==> src/rtl/alu_exec_stage.sv <==
`default_nettype none
// ============================================================================
// Module   : alu_exec_stage
// Purpose  : EX-stage ALU with a main+skid output buffer and valid/ready
//            handshakes on both sides (1 op/cycle, 1-cycle latency).
// Revision : 1.0  initial release
// ============================================================================
module alu_exec_stage #(
  parameter int WIDTH = 32,
  parameter int TAG_W = 5
) (
  input  logic             clk,
  input  logic             rst_n,
  input  logic             flush,
  input  logic             in_valid,
  output logic             in_ready,
  input  logic [3:0]       alu_ctrl,
  input  logic [WIDTH-1:0] op_a,
  input  logic [WIDTH-1:0] op_b,
  input  logic [TAG_W-1:0] in_tag,
  output logic             out_valid,
  input  logic             out_ready,
  output logic [WIDTH-1:0] result,
  output logic             zero,
  output logic             ovf,
  output logic             illegal,
  output logic [TAG_W-1:0] out_tag
);

  localparam logic [3:0] c_and = 4'b0000;
  localparam logic [3:0] c_or  = 4'b0001;
  localparam logic [3:0] c_add = 4'b0010;
  localparam logic [3:0] c_sub = 4'b0110;
  localparam logic [3:0] c_slt = 4'b0111;
  localparam logic [3:0] c_nor = 4'b1100;

  typedef struct packed {
    logic [WIDTH-1:0] result;
    logic             zero;
    logic             ovf;
    logic             illegal;
    logic [TAG_W-1:0] tag;
  } entry_t;

  entry_t           new_entry;
  logic [WIDTH-1:0] sum;
  logic [WIDTH-1:0] diff;
  logic             sign_a;
  logic             sign_b;

  assign sum    = op_a + op_b;
  assign diff   = op_a - op_b;
  assign sign_a = op_a[WIDTH-1];
  assign sign_b = op_b[WIDTH-1];

  always_comb begin
    new_entry         = '0;
    new_entry.tag     = in_tag;
    case (alu_ctrl)
      c_add: begin
        new_entry.result = sum;
        new_entry.ovf    = (sign_a == sign_b) && (sum[WIDTH-1] != sign_a);
      end
      c_sub: begin
        new_entry.result = diff;
        new_entry.ovf    = (sign_a != sign_b) && (diff[WIDTH-1] != sign_a);
      end
      c_and: new_entry.result = op_a & op_b;
      c_or:  new_entry.result = op_a | op_b;
      // Signed compare on the operands, not on diff, so overflow cannot flip it.
      c_slt: new_entry.result = {{(WIDTH-1){1'b0}}, ($signed(op_a) < $signed(op_b))};
      c_nor: new_entry.result = ~(op_a | op_b);
      default: new_entry.illegal = 1'b1;
    endcase
    new_entry.zero = (new_entry.result == '0);
  end

  logic   m_valid_q, m_valid_d;
  logic   s_valid_q, s_valid_d;
  entry_t m_data_q,  m_data_d;
  entry_t s_data_q,  s_data_d;
  logic   accept;
  logic   fire;

  assign in_ready = !s_valid_q;
  assign accept   = in_valid && in_ready;
  assign fire     = m_valid_q && out_ready;

  always_comb begin
    m_valid_d = m_valid_q;
    s_valid_d = s_valid_q;
    m_data_d  = m_data_q;
    s_data_d  = s_data_q;
    if (flush) begin
      m_valid_d = 1'b0;
      s_valid_d = 1'b0;
    end else if (fire && s_valid_q) begin
      // Skid full implies in_ready was low, so no accept can coincide here.
      m_data_d  = s_data_q;
      s_valid_d = 1'b0;
    end else if (accept && (!m_valid_q || fire)) begin
      m_data_d  = new_entry;
      m_valid_d = 1'b1;
    end else if (accept) begin
      s_data_d  = new_entry;
      s_valid_d = 1'b1;
    end else if (fire) begin
      m_valid_d = 1'b0;
    end
  end

  always_ff @(posedge clk or negedge rst_n) begin
    if (!rst_n) begin
      m_valid_q <= 1'b0;
      s_valid_q <= 1'b0;
      m_data_q  <= '0;
      s_data_q  <= '0;
    end else begin
      m_valid_q <= m_valid_d;
      s_valid_q <= s_valid_d;
      m_data_q  <= m_data_d;
      s_data_q  <= s_data_d;
    end
  end

  assign out_valid = m_valid_q;
  assign result    = m_data_q.result;
  assign zero      = m_data_q.zero;
  assign ovf       = m_data_q.ovf;
  assign illegal   = m_data_q.illegal;
  assign out_tag   = m_data_q.tag;

endmodule
`default_nettype wire

==> config.mk <==
export PLATFORM = sky130hd
export DESIGN_NAME = alu_exec_stage
export DESIGN_NICKNAME = d
export VERILOG_FILES = /design/src/rtl/alu_exec_stage.sv
export SDC_FILE = /design/constraint.sdc
export NUM_CORES = 1
export LEC_CHECK = 0
export ABC_AREA = 0
export CORE_MARGIN = 2
export CORE_UTILIZATION = 45
export DETAILED_ROUTE_END_ITERATION = 8
export GPL_TIMING_DRIVEN = 0
export PLACE_DENSITY = 0.67
export SKIP_CTS_REPAIR_TIMING = 1
export SLEW_MARGIN = 15
export SYNTH_ARGS = -nofsm -noshare
export SYNTH_HDL_FRONTEND = slang
export SYNTH_SLANG_ARGS = --single-unit
==> constraint.sdc <==
create_clock -name clk -period 3.5 [get_ports clk]
set_input_delay 0.7 -clock clk [delete_from_list [all_inputs] [get_ports clk]]
set_output_delay 0.7 -clock clk [all_outputs]
set_load 0.01 [all_outputs]
# After elaboration in Yosys (flattened, before gate mapping)
# Cells that the tools add are included.
classes:
  addsub: 2
  n_lt_le_gt_ge: 1
  eq_ne: 12
  n_mux: 14
  n_bitwise: 6
  reduce_logical: 19
op_table:
  columns: ["cell", "count"]
  rows:
  - ["32-bit one-hot mux with 6 select lines", 1]
  - ["40-bit two-way mux", 2]
  - ["32-bit adder", 1]
  - ["32-bit bitwise AND", 1]
  - ["32-bit logical NOT", 1]
  - ["32-bit less-than comparator", 1]
  - ["32-bit NOT", 1]
  - ["32-bit bitwise OR", 1]
  - ["32-bit subtractor", 1]
  - ["1-bit two-way mux", 10]
  - ["4-bit by 3-bit equality test with 1-bit output (second input constant)", 2]
  - ["1-bit logical AND", 6]
  - ["3-bit nonzero test", 2]
  - ["6-bit OR reduction", 1]
  - ["4-bit by 1-bit equality test with 1-bit output (second input constant)", 1]
  - ["4-bit by 2-bit equality test with 1-bit output (second input constant)", 1]
  - ["4-bit equality test (second input constant)", 1]
  - ["4-bit logical NOT", 1]
  - ["2-bit AND reduction", 2]
  - ["4-bit AND reduction", 1]
  - ["1-bit inequality test", 3]
  - ["3-bit by 2-bit inequality test with 1-bit output (second input constant)", 1]
  - ["3-bit inequality test (second input constant)", 1]
  - ["1-bit NOT", 3]
  - ["other kinds (7)", 8]
totals:
  register_bits: 82
  input_bits: 78
  out_inout_bits: 42
  word_cells: 66

# Logic depth before layout (Yosys ltp)
depth:
  word_depth: 6
  depth_mapped: 14
  depth_no_buf: 13

# Worst setup path after synthesis
# No wires, ideal clock.
synth_timing:
  kind: "input to register"
  startpoint: "in op_a[0]"
  endpoint: "reg m_data_q (netlist bit zero)"
  setup_ps: 96
  arrival_time_ps: 3498
  t_required_ps: 3404
  setup_slack_ps: -93
  stages: 13
  path_cell_list: "inv_1 ha_1 fa_1 nor3_2 o31ai_1 and2_1 a221o_1 a22oi_1 nand4_1 or4_1 nor4_2 nand4_1 o32ai_2"
synth_via:
  elab_chain_len: 6
  elab_cells_between_ends: 10
synth_lines:
  columns: ["element", "line_no", "rtl"]
  rows:
  - ["start: declaration", "18", "input logic [WIDTH-1:0] op_a,"]
  - ["parallel branches: the longest is 2 deep, another holds 32-bit subtractor", null, null]
  - ["32-bit one-hot mux with 6 select lines (*)", "59", "case (alu_ctrl)"]
  - ["32-bit logical NOT (*)", "75", "new_entry.zero = (new_entry.result == '0);"]
  - ["40-bit two-way mux (*)", "101", "end else if (accept && (!m_valid_q || fire)) begin"]
  - ["40-bit two-way mux (*)", "97", "end else if (fire && s_valid_q) begin"]
  - ["end signal: assignment", "121", "m_data_q <= m_data_d;"]
  - ["end: declaration", "80", "entry_t m_data_q, m_data_d;"]
# Mark *: on every way between the ends. The select of a mux whose other input is x is not followed.
# A chain may end at the register's enable or synchronous reset.

# Worst setup path after layout
layout_timing:
  startpoint: "in alu_ctrl[1]"
  endpoint: "reg m_data_q (netlist bit zero)"
layout_via:
  elab_chain_len: 5
  elab_cells_between_ends: 10
layout_lines:
  columns: ["element", "line_no", "rtl"]
  rows:
  - ["start: declaration", "17", "input logic [3:0] alu_ctrl,"]
  - ["4-bit equality test, or another cell as far along", "59", null]
  - ["32-bit one-hot mux with 6 select lines (*)", "59", null]
  - ["32-bit logical NOT (*)", "75", null]
  - ["40-bit two-way mux (*)", "101", null]
  - ["40-bit two-way mux (*)", "97", null]
# Mark *: on every way between the ends. The rest lies on a longest branch, timed or not. The select of a mux whose other input is x is not followed.

==> results.md <==
* Setup_tns at -0.4889 ns
* Clk_skew at roughly 0.0055 ns
* Area of the die at 0.02273 mm^2
* Post-synthesis compound-gate area fraction at 0.3042
* CTS tree: yes
* Worst-Skew Late Latency at between 0.3 and 0.4 ns
* EDFF count, synth at 0
* First drt pass iteration count at 6
* Crit share post-route at 1.073
* CP Class: in2reg
* Share of cells above drive strength 1 at 0.3114
* Vias in the first global route at between 10k and 15k
* Slew Limit Fails at 0
* Post-DP HPWL at 31600 um
* Post-route DRC at 0
* Commonest non-fill, non-tap cell in the layout: nand2_1
* Clk slew on worst S/H paths at 0.07 ns
* Pin count of the biggest net entering global routing at 53
* Post-Synth Simple-Gate Area at 0.2083
* Initial core utilization at 0.4597
* F_max at between 0.2 and 0.3 GHz
* First-pass GRT wire length at between 50000 and 60000 um
* Routability congestion estimate at 1.042
* Via/cell ratio at 6.458
* CP Launch Type: primary input
* Worst setup path startpoint: alu_ctrl[1]
* Die W at 150.8 um
* Core Rows at 53
* Top_reg_cell synth: dfrtp_1
* Final worst slack at -0.2545 ns
* Final WL at roughly 43000 um
* Initial antenna violation count at 0
* Arr. time, crit path at approximately 4.0 ns
* Sink Count at ~80
* Comb pwr share at 0.525
* Num CTS Buffers at 9
* Mapped Area at around 0.0097 mm^2
* Failing checks: negative setup slack
* Synth unique cells at 90
* Hold Crit Class: in2async
* Main combinational cell family by area after synthesis: compound AO/OA/AOI/OAI gates
* DR iter-0 viols at 1017
* Status: complete, but fails checks
* Crit. End Element: register
* Synth Net Count at roughly 1.4k
* Minimum clock period after layout at around 3.8 ns
* Ports at 120
* Largest fanout on the critical path at 10
* Final #Nets at about 1.7k
* Worst-Margin Slew at approximately 1 ns
* Non-Filler Instances at approximately 1.8k
* Hold Slack at slightly below 0.3 ns
* RSZ-0062 raised after global routing: yes
* Int Power at roughly 0.0027 W
* Avg WL per Cell at approximately 24 um
* Sw Share at 0.3977
* Grt total ovfl at 0
* Synth warnings at 0
* P per Cell Area at 316.4 mW/mm^2
* Area Overhead vs Synth at 47.61%
* Final setup violation count at 6
* Max cap viols at 0
* CTS H-tree depth at 3
* Sequential area share after synthesis at 0.2117
* Gr usage total at 0.3448
* Worst flop-to-flop path startpoint: s_valid_q$_DFFE_PN0P_
* Synth Instances at 1268
* Vias at 11.40k
* Post-route ant nets at 0
* Mean post-synth cell area at around 7.6 um^2
* Bufs on Longest Clock Path at 2
* Async set-or-reset flop fraction in the synthesized netlist at 1.000
* Worst VDD drop at 0.3214 mV
* Clock group share of total power at 0.198
* Leakage at between 6 and 7 nW
* Core area at 0.02109 mm^2
* Final hold vios at 0
* Post-synthesis adder-cell area fraction at 0.1319
* DIE HEIGHT at around 150 um
* Seq pwr share at 0.277
* Max-slew headroom at 0.3407
* Dpl cells at 1661
* Clk root buf: clkbuf_16
* Post-Synth XOR/XNOR Area at 0.007228
* Required time worst endpoint at between 3 and 4 ns
* #FFs+latches synth at 82
* Port Buffer Count at about 120
* Post-synthesis mux area share at 0.05782
* Switching power at 0.001801 W
* Antenna Cells at 0
* Highest-count cells in the layout ignoring fill and taps: nand2_1 (114), buf_4 (92), dfrtp_1 (82)
## cells by family after synthesis
| kind of cell | after synthesis |
|---|---|
| adder cells (fa/ha/maj) | 101 |
| multiplexers | 53 |
| flip-flops | 82 |
| AND/OR/NAND/NOR | 397 |
| XOR/XNOR | 8 |
| AO/OA/AOI/OAI | 440 |
| buffers and inverters | 187 |
## per-layer routing
metal	routed length, um	share of wire	GRT usage
met5	0	0	0
met4	2713	0.064	0.1505
met3	3799	0.089	0.05361
met2	19610	0.46	0.5893
met1	16370	0.39	0.4306
## cell usage after synthesis (13+ instances only)
| cell type | instances | share of area |
|---|---|---|
| o22ai_1 | 22 | 0.014 |
| mux2_2 | 24 | 0.028 |
| a22oi_1 | 29 | 0.022 |
| nand3_1 | 28 | 0.014 |
| a211oi_1 | 20 | 0.015 |
| nor4_1 | 17 | 0.011 |
| nor2_1 | 87 | 0.034 |
| o21ai_0 | 98 | 0.051 |
| clkbuf_1 | 47 | 0.018 |
| nor3_1 | 26 | 0.013 |
| nand4_1 | 17 | 0.011 |
| nand2_1 | 121 | 0.047 |
| a31oi_1 | 15 | 0.0097 |
| dfrtp_1 | 82 | 0.21 |
| a21o_1 | 20 | 0.015 |
| ha_1 | 99 | 0.13 |
| nor2b_1 | 13 | 0.0084 |
| buf_2 | 23 | 0.012 |
| mux2i_1 | 29 | 0.030 |
| a21oi_1 | 101 | 0.052 |
| o31ai_1 | 16 | 0.012 |
| inv_1 | 99 | 0.038 |
## power by group through the flow
stage / clock network [W] / logic (W) / registers, W
after floorplan: 0 / 0.000958 / 0.00130
after global placement: 0 / 0.00169 / 0.00126
after detailed placement: 0 / 0.00171 / 0.00127
after CTS: 0.000901 / 0.00172 / 0.00126
after global routing: 0.000947 / 0.00252 / 0.00128
final: 0.000896 / 0.00238 / 0.00125
## worst max-delay path: stages
cell             delay, ns
clkdlybuf4s50_1       0.49
nand3_1               0.25
clkbuf_2              0.42
buf_2                 0.40
clkbuf_4              0.38
a21oi_1               0.09
o2bb2ai_2             0.27
o2111ai_2             0.20
nor4_4                0.33
nand4_1               0.22
o32ai_2               0.24
## through the flow
stage	instance area (um^2)	utilization	setup WS, ns	power, W
after floorplan	9702	-	0.004060	0.002256
after global placement	11220	0.5319	-1.696	0.002953
after detailed placement	11240	0.5331	-1.680	0.002984
after CTS	11530	0.5467	-1.348	0.003878
after global routing	14310	0.6786	-0.3710	0.004741
final	14310	0.6786	-0.2545	0.004528
## sequential cells by signal, indices dropped and copies added (netlist names)
register and cells:
out_valid 1, out_tag 5, illegal 1, ovf 1, s_data_q 40, zero 1
result 32, s_valid_q 1
## area by class of cell
type | instances | area, um^2
buffer | 80 | 589.3
clock buffer | 10 | 239.0
clock inverter | 6 | 47.55
fill | 1765 | 6778
inverter | 101 | 387.9
multi-input combinational | 999 | 8616
sequential | 82 | 2052
tap | 275 | 344.1
timing repair buffer | 212 | 2034
## worst paths after layout
kind	to	slack [ns]	cells past startpoint
hold / removal	s_data_q[10]$_DFFE_PN0P_	0.30	1
max in group asynchronous	s_data_q[35]$_DFFE_PN0P_	2.62	2
setup reg to reg	s_data_q[38]$_DFFE_PN0P_	1.21	5
setup / recovery	zero$_DFFE_PN0P_	-0.25	11
min in group clk	s_data_q[8]$_DFFE_PN0P_	0.48	2
hold reg to reg	s_data_q[8]$_DFFE_PN0P_	0.48	2
Note: power is estimated with default switching activity, not from simulation.
